<file path="src/rtl/comp_n_bit.sv">
// Registered N-bit magnitude comparator (unsigned or two's-complement) built
// from 8-bit lane compares merged MSB-lane first; one-cycle latency, full rate.

module comp_n_bit_lane #(
  parameter int W = 8
) (
  input  logic [W-1:0] a_i,
  input  logic [W-1:0] b_i,
  output logic         lt_o,
  output logic         eq_o
);
  assign lt_o = (a_i < b_i);
  assign eq_o = (a_i == b_i);
endmodule

module comp_n_bit #(
  parameter int N = 32
) (
  input  logic         clk,
  input  logic         rst_n,
  input  logic [N-1:0] a,
  input  logic [N-1:0] b,
  input  logic         in_valid,
  input  logic         signed_en,
  output logic         L,
  output logic         G,
  output logic         E,
  output logic         out_valid
);
  localparam int LANE_W    = 8;
  localparam int NUM_LANES = (N + LANE_W - 1) / LANE_W;
  localparam int W_PAD     = NUM_LANES * LANE_W;

  logic [N-1:0]     flip;
  logic [W_PAD-1:0] a_pad, b_pad;
  logic [NUM_LANES-1:0][LANE_W-1:0] a_lanes, b_lanes;
  logic [NUM_LANES-1:0] lane_lt, lane_eq;
  logic lt_c, eq_c, gt_c;
  logic l_q, g_q, e_q, vld_q;
  logic l_d, g_d, e_d, vld_d;

  // Inverting both sign bits maps two's complement onto unsigned order, so
  // one unsigned datapath serves both modes; zero padding sits above the MSB.
  always_comb begin
    flip        = '0;
    flip[N-1]   = signed_en;
    a_pad       = '0;
    b_pad       = '0;
    a_pad[N-1:0] = a ^ flip;
    b_pad[N-1:0] = b ^ flip;
  end

  assign a_lanes = a_pad;
  assign b_lanes = b_pad;

  genvar gi;
  generate
    for (gi = 0; gi < NUM_LANES; gi++) begin : g_lane
      comp_n_bit_lane #(.W(LANE_W)) u_lane (
        .a_i  (a_lanes[gi]),
        .b_i  (b_lanes[gi]),
        .lt_o (lane_lt[gi]),
        .eq_o (lane_eq[gi])
      );
    end
  endgenerate

  // The most significant differing lane decides the ordering.
  always_comb begin
    lt_c = 1'b0;
    eq_c = 1'b1;
    for (int i = NUM_LANES - 1; i >= 0; i--) begin
      lt_c = lt_c | (eq_c & lane_lt[i]);
      eq_c = eq_c & lane_eq[i];
    end
    gt_c = ~lt_c & ~eq_c;
  end

  always_comb begin
    l_d   = l_q;
    g_d   = g_q;
    e_d   = e_q;
    vld_d = vld_q;
    if (in_valid) begin
      l_d   = lt_c;
      g_d   = gt_c;
      e_d   = eq_c;
      vld_d = 1'b1;
    end
  end

  always_ff @(posedge clk or negedge rst_n) begin
    if (!rst_n) begin
      l_q   <= 1'b0;
      g_q   <= 1'b0;
      e_q   <= 1'b0;
      vld_q <= 1'b0;
    end else begin
      l_q   <= l_d;
      g_q   <= g_d;
      e_q   <= e_d;
      vld_q <= vld_d;
    end
  end

  assign L         = l_q;
  assign G         = g_q;
  assign E         = e_q;
  assign out_valid = vld_q;

endmodule

</file>
<file path="config.mk">
export PLATFORM = sky130hd
export DESIGN_NAME = comp_n_bit
export DESIGN_NICKNAME = d
export VERILOG_FILES = /design/src/rtl/comp_n_bit.sv
export SDC_FILE = /design/constraint.sdc
export NUM_CORES = 1
export LEC_CHECK = 0
export ABC_AREA = 1
export CELL_PAD_IN_SITES_DETAIL_PLACEMENT = 1
export CELL_PAD_IN_SITES_GLOBAL_PLACEMENT = 1
export CORE_MARGIN = 1
export CORE_UTILIZATION = 24
export DETAILED_ROUTE_END_ITERATION = 8
export HOLD_SLACK_MARGIN = 0.1
export PLACE_DENSITY = 0.92
export SKIP_LAST_GASP = 1
export SLEW_MARGIN = 20
export SYNTH_ARGS = -nofsm -noshare
export SYNTH_HDL_FRONTEND = slang
export SYNTH_SLANG_ARGS = --single-unit
</file>
<file path="constraint.sdc">
create_clock -name clk -period 1 [get_ports clk]
set_input_delay 0.25 -clock clk [delete_from_list [all_inputs] [get_ports clk]]
set_output_delay 0.25 -clock clk [all_outputs]
set_load 0.02 [all_outputs]
</file>
[Word-level counts from Yosys, hierarchy flattened]
Cells that the tools add are included.
Storage, ports and cells
  memories kept: 0
  bits in registers: 4
  bits in latches: 0
  output and inout bits: 4
  ROM bits: 0
  memory bits (writable): 0
Operators by class
  equality and inequality tests: 4
  multiply operators: 0
  magnitude comparators: 4
  reductions and logical operators: 0
  divide/modulo/power cells: 0
  bitwise operators: 14
  add/subtract/negate cells: 0
  mux-type cells: 0
  shift operators: 0
Operators with widths (count)
  32-bit bitwise XOR: 2
  8-bit == test: 4
  8-bit less-than comparator: 4
  1-bit AND: 7
  1-bit OR: 3
  1-bit inverter: 2

[Longest topological paths before layout]
  word-level depth: 8
  mapped depth: 14
  gate-level depth less buffers: 14

[By module]
Synthesis repeated with hierarchy kept, for this count alone.
Unflattened totals
  cell total of the unflattened synthesis: 174
  area, all modules: 1092.3 um^2
By module, submodules not included
  comp_n_bit_lane: area an instance 221.5 um^2, cells each 37, times used 4, seq. area each 0.0 um^2
  comp_n_bit: area an instance 206.4 um^2, cells each 26, times used 1, seq. area each 100.1 um^2

[Worst setup path before layout]
OpenSTA, ideal clock, no wires.
  path kind: in2reg
  from: input signed_en
  to: register g_q (netlist: G)
  arrival time: 1278 ps
  buffers on the path: 0
  path slack: -395 ps
  stages on the path: 11
  setup time: 117 ps
  required time: 883 ps
  path through: xor2_1 -> ha_1 -> nand2_2 -> nor2_4 -> nand2_1 -> nor2_2 -> nand3b_1 -> nand2_1 -> inv_1 -> nand3_1 -> nand2_1
On the way
  cells in the longest elaborated chain, start to end: 8
Ends and longest elaborated chain
  from (decl): line 24  | input logic signed_en,
  branches (longest 7 deep; another with 8-bit less-than comparator)
  1-bit AND *: line 76  | gt_c = ~lt_c & ~eq_c;
  to (signal assigned): line 100  | g_q <= g_d;
  to (decl): line 39  | logic l_q, g_q, e_q, vld_q;
Every way passes the cells marked *.
A chain may end at the register's enable or synchronous reset.

[Final worst setup path]
  from: input b[0]
  to: register g_q (netlist: G)
On the way
  cells in the longest elaborated chain, start to end: 6
Ends and longest elaborated chain
  from (decl): line 22  | input logic [N-1:0] b,
  32-bit bitwise XOR *: line 50  | b_pad[N-1:0] = b ^ flip;
  8-bit less-than comparator: line 12  | assign lt_o = (a_i < b_i);
  1-bit AND: line 73  | lt_c = lt_c | (eq_c & lane_lt[i]);
  1-bit OR: line 73
  1-bit inverter: line 76
  1-bit AND *: line 76
Every way passes the cells marked *; elsewhere a longest branch is shown, timed or not.

==> metrics.yaml <==
status: "complete, but fails checks"
violations: "design-rule violations, negative setup slack"
fin_nets: 362
finalSetupViolCount: 3
dieArea_um2: 5018
initial_utilization_pct: 25.59
antenna_found_initial: 0
clkTransAtPathRegs_ps: 30
period_needed_ps: 1469
num-fill-cells: 560
cts_buffer_depth: 2
grt_pass1_wl_um: 6789
crit_required_ps: 1110
cp_max_fo: 2
yosys.area.top_type: "ha_1"
p_sw_uw: 555.2
fp.dieH_um: 70.84
first_iter_violations: 28
ys_top_cells_by_area: "ha_1, inv_1, nand2_1"
die_w_um: 70.84
hold_class: "primary input to async pin"
finalSetupTns_ps: -1252
grt_pass1_vias: 1582
relSlewSlack_pct: 85.96
avgSynthCellArea_um2: 6.249
max_freq_mhz: 680.5
critPathKind: "primary input to flop"
hold_violations: 0
switching_share_pct: 36.94
wirelength_um: 4056
worst_setup_path_end_kind: "flop"
cp.arrival_ps: 1580
pin_count: 72
cpLargestDelayFamily: "buffers and inverters"
synth_area_um2: 1137
clock-root-buffer: "clkbuf_8"
post-route-period-util_pct: 146.9
critPathMaxStageDelay_ps: 510
gp_congestion: 0.7590
hold_buffers: 0
coreArea_um2: 4444
wl_per_cell_um: 13.00
area_growth_pct: 104.3
drc: 12
overflow: 0
power_density_nw_per_um2: 646.8
final_util_pct: 52.28
dp_hpwl_um: 3053
pwr-share-comb_pct: 64.2
p_leak_uw: 0.001210
rows: 24
slowest_stage: "clkdlybuf4s50_1"
path_cells: "clkdlybuf4s50_1 > ha_4 > inv_1 > nand2_1 > nand2_1 > nand2_1 > nand2_2 > a21oi_2 > nand2_1 > nand3_2 > nand2_1"
cap_violations: 0
power_uw: 1503
h-tree-depth: 1
grt_use_total_pct: 17.38
syn_nets: 282
antenna_cells: 0
max-vdd-ir-drop_uv: 281.6
drive_above_1_share_pct: 36.92
ys_seq_area_share_pct: 8.801
critPathLaunchType: "primary input"
yosys.area_share.simple_pct: 31.68
ant_nets: 0
synth-xor-area-share_pct: 1.540
io_buffers: 71
rsz0062_at_grt: "yes"
cts_tree: "done"
setup_slack_ps: -469.5
synth.distinct_cells: 17
synth_fa_ha_area_share_pct: 35.20
synth_top_family_by_area: "adder cells"
netlist_instances: 182
synthMuxAreaShare_pct: 0
holdWs_ps: 236.1
drt_pass1_iterations: 6
synth_compound_area_share_pct: 5.281
clock_sinks: 4
p_int_uw: 947.6
final.setup_skew_ps: 0
tightest_slew_ps: 210.0
clock_latency_ps: 220
vias: 1384
synth_top_area_share_pct: 35.20
maxSlewViolCount: 0
yosys_warnings: 0
synth-seq-cells: 4
crit_top_cell: "nand2_1"
p_seq_share_pct: 12.9
grt_max_degree: 6
via_per_inst: 4.436
numCtsBuffers: 3
crit_buf_inv: 2
pwr-share-clk_pct: 22.9
==> routing by layer <==
metal	global-route usage, %	part of all wire (%)	vias up	wire (µm)
met5	0	0	-	0
met4	4.000	0.94	0	38
met3	1.709	5.6	4	226
met2	37.93	59	46	2384
met1	16.97	35	627	1406
li1	-	-	707	-
==> flip-flops by register name (all words and copies together) (netlist names) <==
register	count
G	1
L	1
E	1
out_valid	1
==> stage by stage <==
stage          cell area, µm²  cells  worst slack [ps]
4_1_cts                  2253    312            -429.4
6_report                 2323    312            -469.5
3_5_place_dp             1936    308            -982.4
3_3_place_gp             1936    308            -945.9
2_1_floorplan            1137    182            -390.7
5_1_grt                  2323    312            -586.3
==> cells in the final DEF (no fill, tap or decap), types with 7 or more instances in the layout <==
| master | count |
|---|---|
| inv_2 | 26 |
| ha_1 | 9 |
| nand2_2 | 8 |
| nand2_1 | 42 |
| a21oi_1 | 7 |
| ha_4 | 23 |
| dlygate4sd2_1 | 59 |
| buf_6 | 8 |
| inv_1 | 27 |
==> layout make-up <==
type / instances / area [µm²] / share of cell area (%)
clock buffer: 3 / 41.29 / 1.777
multi-input combinational: 125 / 1236 / 53.20
sequential: 4 / 100.1 / 4.308
tap: 52 / 65.06 / 2.800
inverter: 53 / 198.9 / 8.562
timing repair buffer: 75 / 681.9 / 29.35
==> power groups by stage <==
stage	logic [µW]	registers [µW]	clock network (µW)
final	965	193	345
after global routing	1080	195	364
after CTS	906	192	353
after detailed placement	776	191	0
after global placement	741	190	0
after floorplan	337	214	0
==> synthesized netlist by cell type <==
cell	count
a21o_1	1
a21oi_1	9
dfrtp_1	4
ha_1	32
inv_1	53
nand2_1	51
nand2_2	5
nand3_1	6
nand3b_1	2
nand4_1	1
nor2_1	9
nor2_2	2
nor2_4	3
o21a_1	1
or2_2	1
xnor2_1	1
xor2_1	1
==> cell families (layout without fill, tap and decap cells) <==
logic type | count (synthesis) | after routing
simple gates | 80 | 80
buf+inv | 53 | 131
fa+ha+maj | 32 | 32
compound gates | 11 | 11
flops | 4 | 4
xor+xnor | 2 | 2
==> worst paths after layout <==
path                        endpoint  depth (start not counted)       from  slack (ps)
setup / recovery                   G                         11       b[0]        -470
hold / removal                     G                          1      rst_n         240
setup reg to reg                   E                          3          E         190
hold reg to reg            out_valid                          1  out_valid         500
max in group asynchronous          L                          1      rst_n         600
min in group clk           out_valid                          1  out_valid         500
==> timing repair <==
action	in CTS	in global routing
gates resized for setup	158	20
buffers inserted	1	0
endpoints found under the setup margin	7	8
pin swaps	56	20
(Power assumes the default switching activity.)
